[src/rtl/apb_master.sv]
// APB initiator: decodes a single-cycle CPU request onto one PSEL line and runs IDLE/SETUP/ACCESS/DONE.
// Optional ACCESS-phase timeout is compiled in with `define APB_TIMEOUT_EN.
module apb_master #(
  parameter int          NUM_SLV     = 4,
  parameter logic [31:0] BASE_ADDR   = 32'h1000_0000,
  parameter int          TIMEOUT_CYC = 16
) (
  input  logic                   PCLK,
  input  logic                   PRESET,
  input  logic                   transfer,
  input  logic                   write,
  input  logic [31:0]            addr,
  input  logic [31:0]            wdata,
  output logic [31:0]            rdata,
  output logic                   ready,
  output logic                   err,
  output logic [31:0]            PADDR,
  output logic                   PWRITE,
  output logic                   PENABLE,
  output logic [31:0]            PWDATA,
  output logic [NUM_SLV-1:0]     PSEL,
  input  logic [NUM_SLV*32-1:0]  PRDATA,
  input  logic [NUM_SLV-1:0]     PREADY
);

  localparam int IDXW = (NUM_SLV > 1) ? $clog2(NUM_SLV) : 1;

  typedef enum logic [1:0] {
    S_IDLE   = 2'd0,
    S_SETUP  = 2'd1,
    S_ACCESS = 2'd2,
    S_DONE   = 2'd3
  } state_t;

  state_t          r_state;
  logic [IDXW-1:0] r_idx;
  logic [31:0]     r_paddr;
  logic            r_pwrite;
  logic [31:0]     r_pwdata;
  logic [31:0]     r_rdata;
  logic            r_err;

  logic            w_hit;
  logic            w_active;
  logic            w_sel_rdy;
  logic [31:0]     w_sel_dat;

`ifdef APB_TIMEOUT_EN
  localparam int CNTW = $clog2(TIMEOUT_CYC + 1);
  logic [CNTW-1:0] r_cnt;
  logic            w_tmo;
  // The count reaches TIMEOUT_CYC on this edge, i.e. after TIMEOUT_CYC ACCESS cycles.
  assign w_tmo = (r_cnt == CNTW'(TIMEOUT_CYC - 1));
`endif

  assign w_hit = (addr[31:16] == BASE_ADDR[31:16]) &&
                 ({1'b0, addr[15:12]} < 5'(NUM_SLV));

  assign w_active = (r_state == S_SETUP) || (r_state == S_ACCESS);

  // Only the selected slave's PREADY/PRDATA are ever looked at.
  always_comb begin
    w_sel_rdy = 1'b0;
    w_sel_dat = '0;
    for (int i = 0; i < NUM_SLV; i++) begin
      if (r_idx == IDXW'(i)) begin
        w_sel_rdy = PREADY[i];
        w_sel_dat = PRDATA[i*32 +: 32];
      end
    end
  end

  always_comb begin
    PSEL = '0;
    for (int i = 0; i < NUM_SLV; i++) begin
      PSEL[i] = w_active && (r_idx == IDXW'(i));
    end
  end

  assign PENABLE = (r_state == S_ACCESS);
  assign PADDR   = r_paddr;
  assign PWRITE  = r_pwrite;
  assign PWDATA  = r_pwdata;
  assign rdata   = r_rdata;
  assign ready   = (r_state == S_DONE);
  assign err     = ready && r_err;

  always_ff @(posedge PCLK) begin
    if (PRESET) begin
      r_state  <= S_IDLE;
      r_idx    <= '0;
      r_paddr  <= '0;
      r_pwrite <= 1'b0;
      r_pwdata <= '0;
      r_rdata  <= '0;
      r_err    <= 1'b0;
`ifdef APB_TIMEOUT_EN
      r_cnt    <= '0;
`endif
    end else begin
      case (r_state)
        S_IDLE: begin
          if (transfer) begin
            if (w_hit) begin
              r_idx    <= addr[12 +: IDXW];
              r_paddr  <= addr;
              r_pwrite <= write;
              r_pwdata <= wdata;
              r_err    <= 1'b0;
              r_state  <= S_SETUP;
            end else begin
              r_err    <= 1'b1;
              r_rdata  <= '0;
              r_state  <= S_DONE;
            end
          end
        end
        S_SETUP: begin
`ifdef APB_TIMEOUT_EN
          r_cnt   <= '0;
`endif
          r_state <= S_ACCESS;
        end
        S_ACCESS: begin
`ifdef APB_TIMEOUT_EN
          r_cnt <= r_cnt + 1'b1;
`endif
          // A PREADY on the limit cycle takes priority over the timeout.
          if (w_sel_rdy) begin
            r_rdata <= r_pwrite ? 32'h0 : w_sel_dat;
            r_state <= S_DONE;
          end
`ifdef APB_TIMEOUT_EN
          else if (w_tmo) begin
            r_err   <= 1'b1;
            r_rdata <= '0;
            r_state <= S_DONE;
          end
`endif
        end
        S_DONE: begin
          r_state <= S_IDLE;
        end
        default: begin
          r_state <= S_IDLE;
        end
      endcase
    end
  end

endmodule

[config.mk]
export PLATFORM = sky130hd
export DESIGN_NAME = apb_master
export DESIGN_NICKNAME = d
export VERILOG_FILES = /design/src/rtl/apb_master.sv
export SDC_FILE = /design/constraint.sdc
export NUM_CORES = 1
export LEC_CHECK = 0
export BUFFER_PORTS_ARGS = -buffer_cell sky130_fd_sc_hd__buf_2
export CAP_MARGIN = 40
export CORE_MARGIN = 10
export CORE_UTILIZATION = 46
export CTS_CLUSTER_DIAMETER = 30
export DETAILED_ROUTE_END_ITERATION = 6
export PLACE_DENSITY = 0.95
export SKIP_CTS_REPAIR_TIMING = 1
export SLEW_MARGIN = 40
export SYNTH_ARGS = -nofsm -noshare
export SYNTH_HDL_FRONTEND = slang
export SYNTH_SLANG_ARGS = --single-unit
[constraint.sdc]
create_clock -name PCLK -period 3.12 [get_ports PCLK]
set_input_delay 0.468 -clock PCLK [delete_from_list [all_inputs] [get_ports PCLK]]
set_output_delay 0.468 -clock PCLK [all_outputs]
set_load 0.03 [all_outputs]
## Word-level counts from Yosys, hierarchy flattened

Cells that the tools add are included.

- Magnitude comparators: 1
- Equal/unequal tests: 10
- Multiplexer cells: 18
- Reduce and logical (&&, ||, !) cells: 14

Operators with widths:

| operator | count |
|---|---|
| $mux 32 | 8 |
| $pmux 32 s2 | 1 |
| $eq 16x13->1 const B | 1 |
| $eq 2x2->1 const B | 4 |
| $pmux 2 s4 | 1 |
| $logic_and 1x1->1 | 6 |
| $mux 2 | 3 |
| $mux 1 | 5 |
| $eq 2x1->1 const B | 2 |
| $logic_not 2->1 | 2 |
| $lt 4x3->1 const B | 1 |
| $ne 2x2->1 const B | 2 |
| $reduce_and 2->1 | 2 |
| $reduce_and 4->1 | 1 |
| $reduce_and 3->1 | 1 |
| $ne 2x1->1 const B | 1 |
| $reduce_bool 2->1 | 1 |
| $logic_or 1x1->1 | 1 |

- Flip-flop bits (word level): 102
- Bits of input ports: 200
- Output and inout bits: 104
- Logic and storage cells: 50

## Depth between registers and ports, before layout

- Depth in word-level cells: 8
- Mapped depth: 9
- Gate-level depth less buffers: 6

## Worst setup path after synthesis

Ideal clock, no wire load.

- Kind: register -> output
- Start: register r_idx[0]
- End: output PSEL[0]
- Arrival time: 1627 ps
- Required time: 2652 ps
- Path slack: 1025 ps
- Cell stages (with the launch flop): 4
- Buffers on the path: 2
- Path through: dfxtp_1 buf_2 buf_2 nor3b_1

- Word-level cells in the longest chain between the ends: 2

RTL lines:

| what | RTL line | source |
|---|---|---|
| from (decl) | 36 | `logic [IDXW-1:0] r_idx;` |
| from (signal assigned) | 105 | `r_idx <= addr[12 +: IDXW];` |
| $logic_not 2->1 | 76 | `PSEL[i] = w_active && (r_idx == IDXW'(i));` |
| $logic_and 1x1->1 | 76 |  |
| to (decl) | 21 | `output logic [NUM_SLV-1:0] PSEL,` |

No other way between the ends.

## Worst setup path in the final report

- Start: register r_idx[0]
- End: output PSEL[3]

- Word-level cells in the longest chain between the ends: 2

RTL lines:

| what | RTL line |
|---|---|
| $eq 2x2->1 | 76 |
| $logic_and 1x1->1 | 76 |

No other way between the ends.

==> impl_metrics.yaml <==
status:
  outcome: "finished clean"
drt:
  via_per_inst: 5.320
  drcViolationCount: 0
  ant_nets: 0
  postRouteWirelength_um: 17790
  vias: 4761
  drt_iter0_markers: 381
  drt_pass1_iterations: 4
  avgRoutedWirePerCell_um: 19.87
global_route:
  grt_pass1_vias: 4795
  grt_first_pass_wirelength_um: 26660
  antenna_found_initial: 0
  grt_use_total: 0.2243
  grt_max_degree: 53
  overflow: 0
sta:
  hold_ws_ns: 0.3523
  slew_viol_final: 0
  period_needed_ns: 2.347
  finClkSkew_ns: 0.01187
  fmax_mhz: 426.1
  worst_slew_pin_slew_ns: 0.6660
  setup_viol: 0
  final-hold-violation-count: 0
  slew_headroom: 0.5560
  finalCritPeriodShare: 0.7522
  setup_ws_ns: 0.7732
  rsz0062_at_grt: "no"
  tns_ns: 0
job:
  cap_violations: 0
synthesis:
  synth_compound_area_frac: 0.1166
  synth-adder-area-share: 0.01051
  yosys.area_share.simple: 0.1715
  synthTopCellsByArea: "dfxtp_1 (42%), mux4_2 (15%), mux2i_1 (7.4%)"
  synth_largest_area_cell: "dfxtp_1"
  synth_top_area_share: 0.4203
  ys_ff_latch: 100
  avgSynthCellArea_sq_um: 10.01
  ys_seq_area_frac: 0.4203
  synth_top_family_by_area: "multiplexers"
  synth-xor-area-share: 0
  synth.mux.area_fraction: 0.2248
  syn_area_sq_um: 4763
  syn_inst: 476
  yosysWarnings: 0
  syn_nets: 680
  ys_types: 29
die:
  dieArea_sq_um: 14830
  coreArea_sq_um: 10180
  die_height_um: 121.8
  rows: 37
  die_x_um: 121.8
  io_pins: 304
  start_util: 0.4677
place:
  numPortBuffers: 303
  hpwl_um: 14220
  dp_cells: 879
  gp_congestion: 0.9958
  pre_cts_ws_ns: 0.8719
clocking:
  cts_buffers: 9
  clock_path_buffers: 2
  cts_tree: "done"
  cts_sinks: 100
  clockRootBuffer: "clkbuf_8"
  clk_pin_slew_worst_paths_ns: 0.10
  insertion_delay_ns: 0.36
  htreeDepth: 3
min_path:
  hold_path_class: "input pin to flip-flop"
setup_path:
  critPathTopFamily: "buffers and inverters"
  crit_path_end_kind: "output pin"
  cp-start-kind: "flip-flop"
  arrival_ns: 1.88
  cpPeakStageDelay_ns: 0.61
  cp_max_fo: 27
  path_cells: "buf_4, and3_1, buf_2"
  cp_num_buf_inv: 2
  path_class: "flip-flop to output pin"
  worstPathRequired_ns: 2.65
  crit_slowest_cell: "dfxtp_2"
cells_and_area:
  drive_gt1_frac: 0.4875
  finalNonFillerCells: 895
  num-fill-cells: 911
  layout.nets: 958
  antennaDiodeCount: 0
  syn2layout_area_growth_pct: 36.14
pwr:
  leakage_uw: 0.002950
  peakVddDrop_uv: 258.8
  finalPower_uw: 3205
  p_per_area_nw_per_um2: 494.3
per-stage QoR:
step           area [sq um]  utilization
4_1_cts                6485       0.6367
2_1_floorplan          4763            -
6_report               6485       0.6367
5_1_grt                6485       0.6367
3_5_place_dp           6280       0.6166
3_3_place_gp           6280       0.6166
flip-flops by register name (all words and copies together), names as in the netlist:
signal	count
PWDATA	32
PADDR	31
r_state	2
r_err	1
rdata	32
PWRITE	1
r_idx	1
layer usage:
layer	up-vias	routed length, um	global-route usage	part of all wire
li1	2257	-	-	-
met4	0	462	0.07824	0.026
met2	222	9337	0.4034	0.52
met5	-	0	0	0
met3	29	1585	0.07308	0.089
met1	2253	6402	0.2407	0.36
path summary, 6_finish.rpt:
check,endpoint,cells after the start,startpoint,slack (ns)
worst max-delay path,PSEL[3],3,r_idx[0]$_SDFFE_PP0P_,0.77
worst min-delay path,PADDR[11]$_SDFFE_PP0P_,3,addr[11],0.35
worst max register to register,rdata[15]$_SDFFE_PP0P_,7,r_state[0]$_SDFFE_PP0P_,0.87
worst min register to register,PADDR[29]$_SDFFE_PP0P_,1,PADDR[29]$_SDFFE_PP0P_,0.46
area by class of cell:
type	instances	area, sq um	area share
Clock buffer	9	123.9	0.01910
Clock inverter	7	81.33	0.01254
Inverter	2	7.507	0.001158
Multi-Input combinational cell	328	2506	0.3865
Sequential cell	100	2004	0.3091
Tap cell	136	170.2	0.02624
Timing Repair Buffer	313	1592	0.2454
worst register-to-register path, cell delays in order, from the launching register on:
cell and delay, ns:
dfxtp_1 0.35, inv_1 0.09, ha_1 0.27, and2_1 0.19
a221o_1 0.36, a31oi_4 0.14, buf_4 0.47, mux2i_1 0.30
power by group:
group          switching (uW)  internal (uW)
logic                     558            410
registers                37.4           1340
clock network             475            384
total                    1070           2130
synth_stat cells:
master and n:
inv_1 2, o21ai_1 47, nor4_1 3, nor2b_1 2
dfxtp_1 100, nor2_1 5, nor4b_2 1, a221o_1 2
and3_1 3, a211oi_1 2, a31oi_4 1, mux4_2 32
buf_4 6, nand2_1 34, a21oi_2 1, clkbuf_1 19
nor3_1 1, mux2i_1 35, nand2b_1 32, a311o_1 1
and2_1 21, ha_1 4, and3b_1 1, a21oi_1 49
buf_2 13, nand3_1 49, nor3b_1 2, buf_1 5
buf_12 3
cells in the final DEF (no fill, tap or decap), types with 4 or more instances in the layout:
cell and instances:
buf_2 303, dfxtp_1 98, a21oi_1 49, nand3_1 48, o21ai_1 47, mux2i_1 35, nand2_1 34, nand2b_1 32
mux4_2 32, and2_1 21, buf_4 10, clkbuf_8 9, nor2_1 5, ha_1 4
kinds of logic (layout without fill, tap and decap cells):
| logic type | Yosys count | in the layout |
|---|---|---|
| simple gates | 154 | 154 |
| mux | 67 | 67 |
| compound gates | 103 | 103 |
| flops | 100 | 100 |
| fa+ha+maj | 4 | 4 |
| buf+inv | 48 | 331 |
(Power assumes the default switching activity.)
